## src/rtl/seq_shift_add_mult_pkg.sv

```systemverilog
// Shared types and helpers for the sequential shift-add multiplier.
// Helpers work on a wide fixed vector; callers narrow the result with a width cast.
package seq_shift_add_mult_pkg;

  localparam int unsigned MAX_W = 64;

  typedef enum logic [1:0] {
    IDLE = 2'd0,
    BUSY = 2'd1,
    DONE = 2'd2
  } state_t;

  // Two's-complement magnitude when is_neg is set, otherwise pass-through.
  function automatic logic [MAX_W-1:0] abs_n(input logic [MAX_W-1:0] x, input logic is_neg);
    return is_neg ? (~x + MAX_W'(1)) : x;
  endfunction

  function automatic logic [MAX_W-1:0] neg_2n(input logic [MAX_W-1:0] x);
    return ~x + MAX_W'(1);
  endfunction

endpackage

```

## src/rtl/seq_shift_add_mult.sv

```systemverilog
// Multi-cycle shift-add multiplier: one multiplier bit per clock, signed/unsigned,
// valid/ready on both sides and a synchronous abort. Supports N up to 32.
module seq_shift_add_mult
  import seq_shift_add_mult_pkg::*;
#(
  parameter int unsigned N = 8
) (
  input  logic           clk,
  input  logic           rst,
  input  logic           stop,
  input  logic           in_valid,
  output logic           in_ready,
  input  logic [N-1:0]   a,
  input  logic [N-1:0]   b,
  input  logic           signed_mode,
  output logic           out_valid,
  input  logic           out_ready,
  output logic [2*N-1:0] p,
  output logic           busy
);

  localparam int unsigned CNT_W = $clog2(N + 1);
  localparam int unsigned PW    = 2 * N;

  state_t           r_state;
  state_t           w_state_nxt;
  logic [PW-1:0]    r_acc;
  logic [PW-1:0]    r_mcand;
  logic [PW-1:0]    r_p;
  logic [N-1:0]     r_mult;
  logic             r_neg;
  logic [CNT_W-1:0] r_cnt;

  logic             w_accept;
  logic             w_last;
  logic [N-1:0]     w_abs_a;
  logic [N-1:0]     w_abs_b;
  logic [PW-1:0]    w_acc_sum;
  logic [PW-1:0]    w_acc_neg;

  // Magnitudes are taken at accept time so the core loop is always unsigned.
  assign w_abs_a   = N'(abs_n(MAX_W'(a), signed_mode & a[N-1]));
  assign w_abs_b   = N'(abs_n(MAX_W'(b), signed_mode & b[N-1]));
  assign w_acc_sum = r_acc + (r_mult[0] ? r_mcand : '0);
  assign w_acc_neg = PW'(neg_2n(MAX_W'(w_acc_sum)));

  assign in_ready  = (r_state == IDLE) && !stop;
  assign w_accept  = in_valid && in_ready;
  assign w_last    = (r_state == BUSY) && (r_cnt == CNT_W'(N - 1));

  assign out_valid = (r_state == DONE);
  assign busy      = (r_state == BUSY);
  assign p         = r_p;

  always_ff @(posedge clk or posedge rst) begin
    if (rst) r_state <= IDLE;
    else     r_state <= w_state_nxt;
  end

  // Next-state logic; stop overrides every other transition.
  always_comb begin
    w_state_nxt = r_state;
    if (stop) begin
      w_state_nxt = IDLE;
    end else begin
      case (r_state)
        IDLE:    if (w_accept) w_state_nxt = BUSY;
        BUSY:    if (w_last) w_state_nxt = DONE;
        DONE:    if (out_ready) w_state_nxt = IDLE;
        default: w_state_nxt = IDLE;
      endcase
    end
  end

  always_ff @(posedge clk or posedge rst) begin
    if (rst) begin
      r_acc   <= '0;
      r_mcand <= '0;
      r_mult  <= '0;
      r_neg   <= 1'b0;
      r_cnt   <= '0;
      r_p     <= '0;
    end else if (w_accept) begin
      r_mcand <= PW'(w_abs_a);
      r_mult  <= w_abs_b;
      r_neg   <= signed_mode & (a[N-1] ^ b[N-1]);
      r_acc   <= '0;
      r_cnt   <= '0;
    end else if ((r_state == BUSY) && !stop) begin
      r_acc   <= w_acc_sum;
      r_mcand <= r_mcand << 1;
      r_mult  <= r_mult >> 1;
      r_cnt   <= r_cnt + CNT_W'(1);
      if (w_last) r_p <= r_neg ? w_acc_neg : w_acc_sum;
    end
  end

endmodule

```

## config.mk

```make
export PLATFORM = sky130hd
export DESIGN_NAME = seq_shift_add_mult
export DESIGN_NICKNAME = d
export VERILOG_FILES = /design/src/rtl/seq_shift_add_mult_pkg.sv /design/src/rtl/seq_shift_add_mult.sv
export SDC_FILE = /design/constraint.sdc
export NUM_CORES = 1
export LEC_CHECK = 0
export CAP_MARGIN = 10
export CORE_ASPECT_RATIO = 1.2
export CORE_MARGIN = 8
export CORE_UTILIZATION = 45
export CTS_CLUSTER_SIZE = 28
export DETAILED_ROUTE_END_ITERATION = 7
export GPL_TIMING_DRIVEN = 0
export HOLD_SLACK_MARGIN = 0.1
export PLACE_DENSITY = 0.77
export SYNTH_ARGS = -nofsm -noshare
export SYNTH_HDL_FRONTEND = slang
export SYNTH_SLANG_ARGS = --single-unit
```

## constraint.sdc

```tcl
create_clock -name clk -period 3.8 [get_ports clk]
set_input_delay 0.76 -clock clk [delete_from_list [all_inputs] [get_ports clk]]
set_output_delay 0.76 -clock clk [all_outputs]
set_load 0.005 [all_outputs]
```

==> results_dict.tcl <==
set metrics [dict create \
    whs_ns 0.474 \
    routedWlPerCell_um 14.5 \
    ys_warn_count 0 \
    vias 3603 \
    synth_flop_cell "dfrtp_1" \
    synth.distinct_cells 54 \
    synth_top_family_by_area "simple AND/OR/NAND/NOR gates" \
    cts.repair.resized 0 \
    startpoint "r_mult[0]" \
    place_ws_ns 0.455 \
    dr.pass1.iters 4 \
    multi_input_area_um2 2270 \
    drive_gt1_share_pct 5.60 \
    clock_sinks 63 \
    maxCapViolCount 0 \
    fin_tns_setup_ns 0 \
    syn_to_final_growth_pct 18.5 \
    antenna_found_initial 0 \
    numCtsBuffers 9 \
    port_buffers 40 \
    drt_iter0_markers 113 \
    synth_fp_nets 521 \
    synthMuxAreaShare_pct 0.500 \
    p_per_area_nw_per_um2 446 \
    globalplace.congestion 0.868 \
    diodes 0 \
    critPathBufInv 0 \
    crit_path_start_kind "flip-flop" \
    finalSetupViolCount 0 \
    drc_errors 0 \
    arrival_ns 3.65 \
    synth_area_um2 4010 \
    fin_worst_skew_ns 0.0140 \
    slew_headroom_pct 60.7 \
    holdCritStartpoint "p[2]" \
    num_io_pins 41 \
    rsz0062_at_grt "no" \
    fillers 800 \
    seq_area_um2 1580 \
    endpoint_kind "flip-flop" \
    slew_violations 0 \
    die_x_um 102 \
    min_period_ns 3.43 \
    cts_buffer_depth 2 \
    die_area_um2 12200 \
    grt_overflow 0 \
    synth_compound_area_share_pct 18.6 \
    synth_area_per_cell_um2 8.36 \
    critPathTopFamily "compound AO/OA/AOI/OAI gates" \
    path_clk_slew_ns 0.07 \
    track_usage_pct 16.3 \
    ant_nets 0 \
    grt_pass1_wl_mm 16.2 \
    htree_levels 3 \
    wirelength_mm 9.44 \
    cp_cell_sequence "and2_1 > ha_1 > fa_1 > a211oi_2 > o211ai_1 > a21o_1 > a221oi_2 > nand3_1 > o41ai_2 > xnor2_1 > o21ai_1" \
    core_um2 8610 \
    dp_hpwl_mm 7.29 \
    finalHoldViolations 0 \
    fin_util_pct 55.1 \
    rows 37 \
    clock.fmax_ghz 0.292 \
    seq_area_frac_synth_pct 39.4 \
    grt_max_degree 45 \
    setup_slack_ns 0.375 \
    layout.nets 573 \
    synth_edf_count 0 \
    min_path_type "flip-flop to flip-flop" \
    cts_tree "yes" \
    initial_core_util_pct 46.5 \
    worst_pin_slew_ns 0.590 \
    synthAdderAreaFrac_pct 6.44 \
    hold_buffers 0 \
    required_ns 4.02 \
    power.leakage_nw 2.11 \
    synth-xor-area-share_pct 7.87 \
    via_per_inst 5.52 \
    synthSimpleGateAreaFrac_pct 23.4 \
    critPathMaxStageDelay_ns 0.45 \
    reg2reg_from "r_mult[0]" \
    status "completed" \
    ir_worst_vdd_v 0.000174 \
    grt_pass1_vias 3528 \
    ys_seq_elements 63 \
    clockRootBuffer "clkbuf_8" \
    clk_latency_ns 0.35 \
    die_h_um 119 \
    synthArstFlopShare_pct 100 \
    critical_path_class "flip-flop to flip-flop" \
    path_max_fanout 8 \
    fin_crit_sh_pct 90.1 \
    cts_setup_buffers 0 \
    syn-instance-count 479 \
    cp_slowest_cell "dfrtp_1" \
]
-- tightest hold or removal path, delay by kind of cell, from the launching register on --
| family | cells | cell delay (ns) |
|---|---|---|
| compound gates | 1 | 0.05 |
| flops | 1 | 0.34 |
| simple gates | 1 | 0.04 |
-- sequential cells by signal (all words and copies together), names as in the netlist --
name and flops:
r_neg 1, r_state 2, r_mcand 16, r_mult 8, r_cnt 4, p 16, r_acc 16
-- cell usage after synthesis (3+ instances only) --
cell type  number  area, µm²
nor3_1         10       50.1
a31oi_1         8       50.1
nor2b_1         3       18.8
nand2_1        81        304
a22oi_1         7       52.6
xnor2_1        20        175
nor2_1         38        143
xor2_1         16        140
and2_1         17        106
a22o_1          3       26.3
a21oi_1        20        100
clkbuf_1       23       86.3
o21ai_1        11       55.1
nor3b_1         3       22.5
o21ai_0        39        195
o211ai_1        3       22.5
nand3_1        34        170
dfrtp_1        63       1580
ha_1           19        238
o31ai_1         3       22.5
inv_1          17       63.8
-- per-layer routing --
| metal | up-vias | part of all wire [%] | GRT usage [%] |
|---|---|---|---|
| met5 | - | 0 | 0 |
| met4 | 0 | 2.0 | 7.54 |
| met3 | 15 | 5.1 | 2.21 |
| met2 | 101 | 48 | 27.5 |
| met1 | 1716 | 44 | 20.0 |
| li1 | 1771 | - | - |
-- cell usage in the layout (no fill, tap or decap), types with 17 or more instances in the layout --
cell type	netlist	final
clkbuf_1	23	24
dfrtp_1	63	63
nand2_1	81	81
ha_1	19	19
a21oi_1	20	20
and2_1	17	17
clkdlybuf4s50_1	0	40
nand3_1	34	34
xnor2_1	20	20
o21ai_0	39	39
nor2_1	38	38
-- path summary, 6_finish.rpt --
path	end	slack, ns	cells after the start
min in group asynchronous	p[9]	0.71	2
min	p[2]	0.47	2
max	p[15]	0.37	11
min reg2reg	p[2]	0.47	2
max in group asynchronous	r_acc[10]	2.52	3
max reg2reg	p[15]	0.37	11
-- kinds of logic (layout without fill, tap and decap cells) --
logic type | Yosys count | in the layout
AOI/OAI and AO/OA | 115 | 115
xor gates and xnor gates | 36 | 36
adders and majority gates | 20 | 20
buffers and inverters | 41 | 98
DFF | 63 | 63
muxes | 2 | 2
and+or+nand+nor | 202 | 202
-- per-stage QoR --
stage,instances,cell area [µm²],total power [W]
6_report,653,4750,0.00212
5_1_grt,653,4750,0.00226
4_1_cts,653,4750,0.00211
3_5_place_dp,637,4570,0.00159
3_3_place_gp,636,4550,0.00156
2_1_floorplan,479,4010,0.00140
-- report_power, final --
part           switching, W  leakage [nW]  total [W]  internal [W]
combinational      0.000436          1.18   0.000764      0.000328
sequential        0.0000688         0.846   0.000829      0.000760
clock              0.000272        0.0853   0.000525      0.000253
-- layout make-up --
type / instances / share of cell area [%]
Tap cell: 117 / 3.08
Clock buffer: 11 / 2.98
Inverter: 17 / 1.34
Buffer: 24 / 1.92
Timing Repair Buffer: 41 / 8.86
Sequential cell: 63 / 33.2
Clock inverter: 5 / 0.712
Multi-Input combinational cell: 375 / 47.9
No activity file was read; power rests on OpenSTA's default activity.
